## src/rtl/operand_addr_seq_if.sv

```systemverilog
// Signal bundle between the operand address sequencer and its environment:
// decoder request/response, register file ports and the memory read port.
interface operand_addr_seq_if;
  logic        start;
  logic [2:0]  mode;
  logic [2:0]  rn;
  logic        byte_op;
  logic        busy;
  logic        done;
  logic [15:0] ea;
  logic        ea_is_reg;
  logic [2:0]  rf_sela;
  logic [2:0]  rf_selb;
  logic        rf_we;
  logic [15:0] rf_w;
  logic [15:0] rf_a;
  logic [15:0] rf_b;
  logic        mem_req;
  logic [15:0] mem_addr;
  logic        mem_ack;
  logic [15:0] mem_rdata;

  modport slave (
    input  start, mode, rn, byte_op, rf_a, rf_b, mem_ack, mem_rdata,
    output busy, done, ea, ea_is_reg, rf_sela, rf_selb, rf_we, rf_w,
           mem_req, mem_addr
  );

  modport master (
    output start, mode, rn, byte_op, rf_a, rf_b, mem_ack, mem_rdata,
    input  busy, done, ea, ea_is_reg, rf_sela, rf_selb, rf_we, rf_w,
           mem_req, mem_addr
  );
endinterface

```

## src/rtl/operand_addr_seq.sv

```systemverilog
// PDP-11 operand addressing sequencer: computes one effective address per
// request, performs register writebacks and the index/deferred memory reads.
module operand_addr_seq (
  input logic             clk,
  input logic             reset,
  operand_addr_seq_if.slave bus
);

  typedef enum logic [2:0] {IDLE, RD, WB, MEM1, MEM2, DONE} state_t;

  state_t      state_reg, state_next;
  logic [2:0]  mode_reg, mode_next;
  logic [2:0]  rn_reg, rn_next;
  logic        byte_reg, byte_next;
  logic [15:0] val_reg, val_next;     // Rn value, or PC for modes 6/7
  logic [15:0] base_reg, base_next;   // index base for modes 6/7
  logic [15:0] addr_reg, addr_next;   // first memory read address
  logic [15:0] addr2_reg, addr2_next; // deferred address for mode 7
  logic [15:0] ea_reg, ea_next;
  logic        ea_is_reg_reg, ea_is_reg_next;
  logic        done_reg;
  logic [15:0] step;
  logic [15:0] wb_addr;

  // SP and PC always move by a word; so do deferred modes 3 and 5.
  always_comb begin
    step = (!byte_reg || rn_reg >= 3'd6 || mode_reg == 3'd3 || mode_reg == 3'd5)
           ? 16'd2 : 16'd1;
  end

  always_ff @(posedge clk or posedge reset) begin
    if (reset) begin
      state_reg     <= IDLE;
      mode_reg      <= 3'd0;
      rn_reg        <= 3'd0;
      byte_reg      <= 1'b0;
      val_reg       <= 16'd0;
      base_reg      <= 16'd0;
      addr_reg      <= 16'd0;
      addr2_reg     <= 16'd0;
      ea_reg        <= 16'd0;
      ea_is_reg_reg <= 1'b0;
      done_reg      <= 1'b0;
    end else begin
      state_reg     <= state_next;
      mode_reg      <= mode_next;
      rn_reg        <= rn_next;
      byte_reg      <= byte_next;
      val_reg       <= val_next;
      base_reg      <= base_next;
      addr_reg      <= addr_next;
      addr2_reg     <= addr2_next;
      ea_reg        <= ea_next;
      ea_is_reg_reg <= ea_is_reg_next;
      done_reg      <= (state_reg == DONE);
    end
  end

  always_comb begin
    state_next     = state_reg;
    mode_next      = mode_reg;
    rn_next        = rn_reg;
    byte_next      = byte_reg;
    val_next       = val_reg;
    base_next      = base_reg;
    addr_next      = addr_reg;
    addr2_next     = addr2_reg;
    ea_next        = ea_reg;
    ea_is_reg_next = ea_is_reg_reg;
    wb_addr        = 16'd0;
    bus.rf_sela    = 3'd0;
    bus.rf_selb    = 3'd0;
    bus.rf_we      = 1'b0;
    bus.rf_w       = 16'd0;
    bus.mem_req    = 1'b0;
    bus.mem_addr   = 16'd0;

    unique case (state_reg)
      IDLE: begin
        // The done pulse cycle still counts as busy, so no accept there.
        if (bus.start && !done_reg) begin
          mode_next  = bus.mode;
          rn_next    = bus.rn;
          byte_next  = bus.byte_op;
          state_next = RD;
        end
      end

      RD: begin
        if (mode_reg >= 3'd6) begin
          bus.rf_sela = rn_reg;
          bus.rf_selb = 3'd7;
          base_next   = bus.rf_a;
          val_next    = bus.rf_b;
        end else begin
          bus.rf_selb = rn_reg;
          val_next    = bus.rf_b;
        end
        case (mode_reg)
          3'd0: begin
            ea_next        = {13'b0, rn_reg};
            ea_is_reg_next = 1'b1;
            state_next     = DONE;
          end
          3'd1: begin
            ea_next        = bus.rf_b;
            ea_is_reg_next = 1'b0;
            state_next     = DONE;
          end
          default: state_next = WB;
        endcase
      end

      WB: begin
        bus.rf_we = 1'b1;
        case (mode_reg)
          3'd2, 3'd3: begin
            bus.rf_selb = rn_reg;
            bus.rf_w    = val_reg + step;
            wb_addr     = val_reg;
          end
          3'd4, 3'd5: begin
            bus.rf_selb = rn_reg;
            bus.rf_w    = val_reg - step;
            wb_addr     = val_reg - step;
          end
          default: begin
            bus.rf_selb = 3'd7;
            bus.rf_w    = val_reg + 16'd2;
            wb_addr     = val_reg;
            // Index relative to PC uses the PC after the index word.
            if (rn_reg == 3'd7)
              base_next = val_reg + 16'd2;
          end
        endcase
        addr_next = wb_addr;
        if (mode_reg == 3'd2 || mode_reg == 3'd4) begin
          ea_next        = wb_addr;
          ea_is_reg_next = 1'b0;
          state_next     = DONE;
        end else begin
          state_next = MEM1;
        end
      end

      MEM1: begin
        bus.mem_req  = 1'b1;
        bus.mem_addr = addr_reg;
        if (bus.mem_ack) begin
          ea_is_reg_next = 1'b0;
          case (mode_reg)
            3'd6: begin
              ea_next    = base_reg + bus.mem_rdata;
              state_next = DONE;
            end
            3'd7: begin
              addr2_next = base_reg + bus.mem_rdata;
              state_next = MEM2;
            end
            default: begin
              ea_next    = bus.mem_rdata;
              state_next = DONE;
            end
          endcase
        end
      end

      MEM2: begin
        bus.mem_req  = 1'b1;
        bus.mem_addr = addr2_reg;
        if (bus.mem_ack) begin
          ea_next        = bus.mem_rdata;
          ea_is_reg_next = 1'b0;
          state_next     = DONE;
        end
      end

      DONE: state_next = IDLE;

      default: state_next = IDLE;
    endcase
  end

  assign bus.busy      = (state_reg != IDLE) || done_reg;
  assign bus.done      = done_reg;
  assign bus.ea        = ea_reg;
  assign bus.ea_is_reg = ea_is_reg_reg;

endmodule

```

## src/flat_wrapper.sv

```systemverilog
// flat-port wrapper written by rule: the top's interface ports become plain ports
module operand_addr_seq_flat 
  (clk, reset, bus_start, bus_mode, bus_rn, bus_byte_op, bus_rf_a, bus_rf_b, bus_mem_ack, bus_mem_rdata, bus_busy, bus_done, bus_ea, bus_ea_is_reg, bus_rf_sela, bus_rf_selb, bus_rf_we, bus_rf_w, bus_mem_req, bus_mem_addr);
  operand_addr_seq_if bus_i ();
  input logic clk;
  input logic reset;
  input wire logic [$bits(bus_i.start)-1:0] bus_start;
  input wire logic [$bits(bus_i.mode)-1:0] bus_mode;
  input wire logic [$bits(bus_i.rn)-1:0] bus_rn;
  input wire logic [$bits(bus_i.byte_op)-1:0] bus_byte_op;
  input wire logic [$bits(bus_i.rf_a)-1:0] bus_rf_a;
  input wire logic [$bits(bus_i.rf_b)-1:0] bus_rf_b;
  input wire logic [$bits(bus_i.mem_ack)-1:0] bus_mem_ack;
  input wire logic [$bits(bus_i.mem_rdata)-1:0] bus_mem_rdata;
  output wire logic [$bits(bus_i.busy)-1:0] bus_busy;
  output wire logic [$bits(bus_i.done)-1:0] bus_done;
  output wire logic [$bits(bus_i.ea)-1:0] bus_ea;
  output wire logic [$bits(bus_i.ea_is_reg)-1:0] bus_ea_is_reg;
  output wire logic [$bits(bus_i.rf_sela)-1:0] bus_rf_sela;
  output wire logic [$bits(bus_i.rf_selb)-1:0] bus_rf_selb;
  output wire logic [$bits(bus_i.rf_we)-1:0] bus_rf_we;
  output wire logic [$bits(bus_i.rf_w)-1:0] bus_rf_w;
  output wire logic [$bits(bus_i.mem_req)-1:0] bus_mem_req;
  output wire logic [$bits(bus_i.mem_addr)-1:0] bus_mem_addr;
  assign bus_i.start = bus_start;
  assign bus_i.mode = bus_mode;
  assign bus_i.rn = bus_rn;
  assign bus_i.byte_op = bus_byte_op;
  assign bus_i.rf_a = bus_rf_a;
  assign bus_i.rf_b = bus_rf_b;
  assign bus_i.mem_ack = bus_mem_ack;
  assign bus_i.mem_rdata = bus_mem_rdata;
  assign bus_busy = bus_i.busy;
  assign bus_done = bus_i.done;
  assign bus_ea = bus_i.ea;
  assign bus_ea_is_reg = bus_i.ea_is_reg;
  assign bus_rf_sela = bus_i.rf_sela;
  assign bus_rf_selb = bus_i.rf_selb;
  assign bus_rf_we = bus_i.rf_we;
  assign bus_rf_w = bus_i.rf_w;
  assign bus_mem_req = bus_i.mem_req;
  assign bus_mem_addr = bus_i.mem_addr;
  operand_addr_seq u_core (.clk(clk), .reset(reset), .bus(bus_i));
endmodule
```

## config.mk

```make
export PLATFORM = sky130hd
export DESIGN_NAME = operand_addr_seq_flat
export DESIGN_NICKNAME = d
export VERILOG_FILES = /design/src/rtl/operand_addr_seq_if.sv /design/src/rtl/operand_addr_seq.sv /design/src/flat_wrapper.sv
export SDC_FILE = /design/constraint.sdc
export NUM_CORES = 1
export LEC_CHECK = 0
export CORE_ASPECT_RATIO = 0.9
export CORE_MARGIN = 4
export CORE_UTILIZATION = 50
export CTS_BUF_LIST = sky130_fd_sc_hd__clkbuf_8
export DETAILED_ROUTE_END_ITERATION = 7
export GPL_ROUTABILITY_DRIVEN = 0
export PLACE_DENSITY_LB_ADDON = 0.25
export SLEW_MARGIN = 20
export SYNTH_ARGS = -nofsm -noshare
export SYNTH_HDL_FRONTEND = slang
export SYNTH_SLANG_ARGS = --single-unit
export TNS_END_PERCENT = 100
```

## constraint.sdc

```tcl
create_clock -name clk -period 4.2 [get_ports clk]
set_input_delay 0.84 -clock clk [delete_from_list [all_inputs] [get_ports clk]]
set_output_delay 0.84 -clock clk [all_outputs]
set_load 0.01 [all_outputs]
```

==> impl_metrics.yaml, run 1 <==
routing:
  ant_nets: 0
  wirelength_um: 21300
  route.detailed.drc: 0
  dr.pass1.iters: 5
  first_iter_violations: 791
  detail_route.wl_per_cell_um: 20.0
  vias: 6704
  via_per_inst: 6.29
synthesis:
  synth.area.top_cells: "dfrtp_1, nand2_1, o21ai_0, ha_1, nor2_1"
  ys_seq_area_share_pct: 34.3
  synth_cell_types: 72
  yosysTopAreaCell: "dfrtp_1"
  synth_nets: 886
  synth_top_area_share_pct: 34.3
  async_reset_ff_share_pct: 100
  ys.warnings.count: 0
  synth_common_cells: "nand2_1, dfrtp_1, nor2_1, o21ai_0, clkbuf_1"
  synth-edff-count: 0
  syn_avg_cell_area_um2: 8.39
  synth_seq_cells: 92
  synth.most_common_cell: "nand2_1"
  syn_area_um2: 6700
  syn-instance-count: 799
  synthFlopType: "dfrtp_1"
place:
  place_ws_ns: -0.0357
  placed_cells: 1047
  place_area_um2: 8040
  hpwlAfterDp_um: 15800
  io_buffers: 117
timing:
  slew_headroom_pct: 28.1
  worst_slack_ns: 0.104
  rsz0062_at_grt: "true"
  finalHoldViolations: 0
  worstMarginPinSlew_ns: 1.08
  finalSetupViolations: 0
  final-max-slew-violation-count: 0
  clock_skew_ns: 0.0109
  max_freq_mhz: 244
  fin_crit_sh_pct: 97.5
  final.min_clock_period_ns: 4.10
worst_setup_path:
  r2r_start: "u_core.mode_reg[2]$_DFFE_PP0P_"
  critPathMaxFanout: 31
  r2r_slack_ns: 1.28
  cp-start-kind: "flip-flop"
  rr_endpoint: "u_core.bus.ea[14]$_DFFE_PP0P_"
  worstSetupEndpointType: "output pin"
  crit_required_ns: 3.36
  arrival_ns: 3.26
  worstSetupPathType: "flip-flop to output pin"
  r2r_cells: 13
power_and_ir_drop:
  p_comb_share_pct: 63.6
  vdd_ir_drop_max_mv: 0.459
  power_frac_clock_pct: 9.2
  power_density_nw_per_um2: 784
  p_leak_nw: 3.63
  p_switching_mw: 3.13
  seq_power_share_pct: 27.3
  p_int_mw: 3.38
  switching_share_pct: 48.1
floorplanning:
  io_pins: 118
  core-area_um2: 12900
  die_h_um: 118
  die_w_um: 130
  row_count: 39
  start_util_pct: 51.8
  die_area_um2: 15300
layout:
  layout-drive-gt1-share_pct: 11.2
  fin_nets: 985
  stdcell_area_um2: 8300
  fillers: 1078
  insertedDiodeCount: 0
  area_delta_synth_final_pct: 23.9
  stdcell_count: 1065
grt:
  grt_start_max_net_pins: 66
  track_usage_pct: 27.8
  grtUsageMet1_pct: 42.3
  grtUsageMet2_pct: 40.4
  grt_antenna_before_repair: 0
  met3_usage_pct: 4.81
  busiest_layer: "met1"
  grt_pass1_vias: 6404
  grt_pass1_wl_um: 34200
  grt.overflow.total: 0
status:
  status: "completed"
hold_path:
  hold_class: "flip-flop to flip-flop"
  min_from: "u_core.addr_reg[0]$_DFFE_PP0P_"
  whs_endpoint: "u_core.addr_reg[0]$_DFFE_PP0P_"
  whs_path_depth: 2
cts:
  path_clk_slew_ns: 0.09
  clock-sinks: 92
  clockBufferDepth: 2
  cts_buffers: 9
  cts-root-buf: "clkbuf_8"
  htree_levels: 3
  clkLatencyLatePin_ns: 0.38
  cts_tree: "done"
job:
  cap_viol_max_count: 0
-- cells by family after synthesis --
family,after synthesis,share of synthesized area (%)
buf+inv,83,5.04
compound gates,248,24.8
flops,92,34.3
xor+xnor,39,5.10
fa+ha+maj,28,5.56
simple gates,274,19.6
mux,35,5.62
-- power groups by stage --
| stage | clock, mW | sequential (mW) | combinational (mW) |
|---|---|---|---|
| floorplan | 0 | 1.54 | 2.81 |
| global placement | 0 | 1.73 | 3.86 |
| detailed placement | 0 | 1.76 | 3.96 |
| CTS | 0.607 | 1.74 | 4.01 |
| global route | 0.645 | 1.83 | 4.51 |
| finish | 0.598 | 1.77 | 4.14 |
-- metal layers --
layer / part of all wire [%] / vias up
met4: 2.3 / 0
met2: 44 / 358
met5: 0 / -
li1: - / 3097
met1: 45 / 3203
met3: 8.9 / 46
-- critical path, cell delays in order, from the launching register on --
cell	delay [ns]
dfrtp_1	0.38
buf_4	0.11
buf_4	0.14
inv_1	0.09
ha_1	1.01
nor2_1	0.13
a211oi_1	0.39
clkdlybuf4s50_1	0.62
-- layout make-up --
class	instances	area [µm²]	area share [%]
Inverter	23	88.8	1.07
Timing Repair Buffer	148	1380	16.6
Multi-Input combinational cell	624	4140	49.8
Tap cell	164	205	2.47
Clock buffer	11	151	1.82
Clock inverter	3	38.8	0.467
Sequential cell	92	2300	27.7
-- worst max-delay path by stage --
stage	slack, ns	end	cells after the start	from
floorplan	0.31	bus_rf_w[12]	14	u_core.mode_reg[1]$_DFFE_PP0P_
global placement	0.09	bus_rf_w[12]	14	u_core.mode_reg[1]$_DFFE_PP0P_
detailed placement	-0.04	bus_rf_w[12]	14	u_core.mode_reg[1]$_DFFE_PP0P_
CTS	0.02	bus_rf_w[12]	14	u_core.mode_reg[2]$_DFFE_PP0P_
global route	-0.05	bus_rf_w[12]	14	u_core.mode_reg[2]$_DFFE_PP0P_
finish	0.10	bus_rf_w[3]	7	u_core.mode_reg[2]$_DFFE_PP0P_
-- layout by cell type (no fill, tap or decap), drive strengths merged, types with 9 or more instances in the layout --
cell type / count
clkdlybuf4s50: 106
nand2: 99
dfrtp: 92
o21ai: 71
nor2: 68
buf: 32
a21oi: 31
a21o: 25
ha: 25
inv: 23
nand3: 22
mux2: 21
xor2: 20
xnor2: 19
a22o: 16
clkbuf: 15
a211oi: 14
mux2i: 14
nor3: 14
a22oi: 13
and3: 12
a31oi: 9
o211ai: 9
-- metrics by stage --
step	total power [mW]	hold slack, ns	utilization, %	setup TNS, ns
finish	6.51	0.486	64.2	0
global route	6.99	0.507	64.2	-0.183
CTS	6.35	0.485	63.9	0
detailed placement	5.71	0.464	62.2	-0.0357
global placement	5.59	0.460	62.2	0
floorplan	4.34	0.446	-	0
-- what timing repair did --
item,in CTS,in global routing
setup buffers,1,3
setup endpoints to repair,10,9
pin swaps,4,6
gates resized for setup,19,20
hold buffers,0,0
No activity file was read; power rests on OpenSTA's default activity.
==> run 2, diff against run 1 <==
--- a/config.mk
+++ b/config.mk
@@ -5,13 +5,12 @@
 export SDC_FILE = /design/constraint.sdc
 export NUM_CORES = 1
 export LEC_CHECK = 0
-export CORE_ASPECT_RATIO = 0.9
 export CORE_MARGIN = 4
 export CORE_UTILIZATION = 50
 export CTS_BUF_LIST = sky130_fd_sc_hd__clkbuf_8
 export DETAILED_ROUTE_END_ITERATION = 7
 export GPL_ROUTABILITY_DRIVEN = 0
-export PLACE_DENSITY_LB_ADDON = 0.25
+export PLACE_DENSITY = 0.76
 export SLEW_MARGIN = 20
 export SYNTH_ARGS = -nofsm -noshare
 export SYNTH_HDL_FRONTEND = slang
==> impl_metrics.yaml, run 2 (synthesized netlist as in run 1, its figures left out) <==
grt:
  grt_pass1_wl_um: 32900
  grt_antenna_before_repair: 0
  grt.overflow.total: 0
  track_usage_pct: 27.3
  grt_start_max_net_pins: 50
  grt_pass1_vias: 6277
place:
  place_ws_ns: 0.00268
  io_buffers: 117
  hpwlAfterDp_um: 15600
timing:
  fin_crit_sh_pct: 96.7
  finalHoldViolations: 0
  hold_ws_ns: 0.484
  worstMarginPinSlew_ns: 0.994
  clock_skew_ns: 0.0110
  rsz0062_at_grt: "true"
  max_freq_mhz: 246
  finalSetupViolations: 0
  tns_ns: 0
  final-max-slew-violation-count: 0
  slew_headroom_pct: 33.8
  worst_slack_ns: 0.137
  final.min_clock_period_ns: 4.06
layout:
  area_delta_synth_final_pct: 26.0
  layout_common_cells: "clkdlybuf4s50_1, nand2_1, dfrtp_1"
  mostFrequentLayoutCell: "clkdlybuf4s50_1"
  insertedDiodeCount: 0
  fillers: 1106
  fin_nets: 990
  layout-drive-gt1-share_pct: 12.1
worst_setup_path:
  startpoint: "u_core.mode_reg[1]$_DFFE_PP0P_"
  critPathSlowestCell: "or3_4"
  crit_required_ns: 3.36
  r2r_slack_ns: 1.07
  r2r_start: "u_core.mode_reg[1]$_DFFE_PP0P_"
  r2r_cells: 15
  cp_slowest_stage_delay_ns: 0.48
  arrival_ns: 3.22
  critPathMaxFanout: 6
  worstSetupPathType: "flip-flop to output pin"
  crit_end: "bus_rf_w[10]"
  rr_endpoint: "u_core.bus.ea[14]$_DFFE_PP0P_"
  worstSetupEndpointType: "output pin"
  crit_chain: "xor2_1, nand2_1, nand3_2, inv_2, ha_2, inv_1, fa_2, nand3b_1, or3_4, o21a_1, o21ai_1, o22a_1, nor2_1, dlygate4sd2_1"
  cp-start-kind: "flip-flop"
routing:
  route.detailed.drc: 0
  vias: 6702
  top_layer: "met4"
  ant_nets: 0
  first_iter_violations: 804
  dr.pass1.iters: 5
  dr_wl_met3_um: 1930
  met1_length_um: 8840
  via_per_inst: 6.18
  route.met2.wl_um: 9590
  detail_route.wl_per_cell_um: 19.2
  wirelength_um: 20900
cts:
  clock-sinks: 92
  cts_tree: "done"
  clockBufferDepth: 2
  clkLatencyLatePin_ns: 0.37
  path_clk_slew_ns: 0.09
  cts-root-buf: "clkbuf_8"
  htree_levels: 3
  holdBufCountCts: 0
  cts_buffers: 9
power_and_ir_drop:
  p_leak_nw: 3.69
  vdd_ir_drop_max_mv: 0.341
  power_density_nw_per_um2: 781
job:
  cap_viol_max_count: 0
floorplanning:
  row_count: 42
  core-area_um2: 13200
  die_h_um: 124
  start_util_pct: 50.8
  die_area_um2: 15300
  io_pins: 118
  die_w_um: 124
hold_path:
  hold_class: "flip-flop to flip-flop"
status:
  status: "completed"
## run 2: cell types whose count changed in the layout (fill, tap and decap cells not counted), sizes merged
cell and delta:
clkinv +2, clkbuf -4, buf +6, bufinv +1
clkdlybuf4s15 +1, inv -1, dlygate4sd2 +2
## run 2: what timing repair did
| action | in CTS | in global routing |
|---|---|---|
| buffers inserted | 1 | 6 |
| pin swaps | 2 | 8 |
| gates resized for setup | 21 | 21 |
| endpoints found under the setup margin | 9 | 10 |
## run 2: metrics by stage
| step | power, mW | area, µm² | instances | utilization, % |
|---|---|---|---|---|
| after floorplan | 4.34 | 6700 | 799 | - |
| after global placement | 5.58 | 8090 | 1061 | 61.3 |
| after detailed placement | 5.70 | 8090 | 1061 | 61.3 |
| after CTS | 6.41 | 8350 | 1078 | 63.3 |
| after global routing | 7.08 | 8450 | 1084 | 64.1 |
| final | 6.60 | 8450 | 1084 | 64.1 |
## run 2: worst min-delay path by stage
stage,from,endpoint,slack (ns),cells past startpoint
CTS,u_core.addr_reg[5]$_DFFE_PP0P_,u_core.addr_reg[5]$_DFFE_PP0P_,0.49,1
global route,u_core.addr_reg[1]$_DFFE_PP0P_,u_core.addr_reg[1]$_DFFE_PP0P_,0.52,2
floorplan,u_core.addr_reg[8]$_DFFE_PP0P_,u_core.addr_reg[8]$_DFFE_PP0P_,0.45,2
detailed placement,u_core.addr_reg[5]$_DFFE_PP0P_,u_core.addr_reg[5]$_DFFE_PP0P_,0.47,1
finish,u_core.addr_reg[1]$_DFFE_PP0P_,u_core.addr_reg[1]$_DFFE_PP0P_,0.48,2
global placement,u_core.addr_reg[7]$_DFFE_PP0P_,u_core.addr_reg[7]$_DFFE_PP0P_,0.46,1
## run 2: power breakdown
group	internal (mW)	switching, mW	total [mW]
Combinational	1.84	2.30	4.14
Clock	0.370	0.318	0.688
Sequential	1.28	0.484	1.77
Total	3.49	3.10	6.60
## run 2: critical path: cells and delay by family (launching register included)
| kind | cells | cell delay [ns] |
|---|---|---|
| compound gates | 3 | 0.44 |
| xor+xnor | 1 | 0.18 |
| fa+ha+maj | 2 | 0.54 |
| buf+inv | 3 | 0.41 |
| flops | 1 | 0.40 |
| simple gates | 5 | 0.89 |
## run 2: final cells by class
type | count | area, µm² | area share (%)
Clock buffer | 11 | 151 | 1.79
Clock inverter | 5 | 82.6 | 0.977
Inverter | 23 | 87.6 | 1.04
Multi-Input combinational cell | 624 | 4160 | 49.3
Sequential cell | 92 | 2300 | 27.2
Tap cell | 176 | 220 | 2.61
Timing Repair Buffer | 153 | 1440 | 17.1
## run 2: per-layer routing
layer / vias up / track usage [%]
li1: 3106 / -
met1: 3186 / 40.1
met2: 371 / 42.4
met3: 39 / 2.59
met4: 0 / 8.86
met5: - / 0
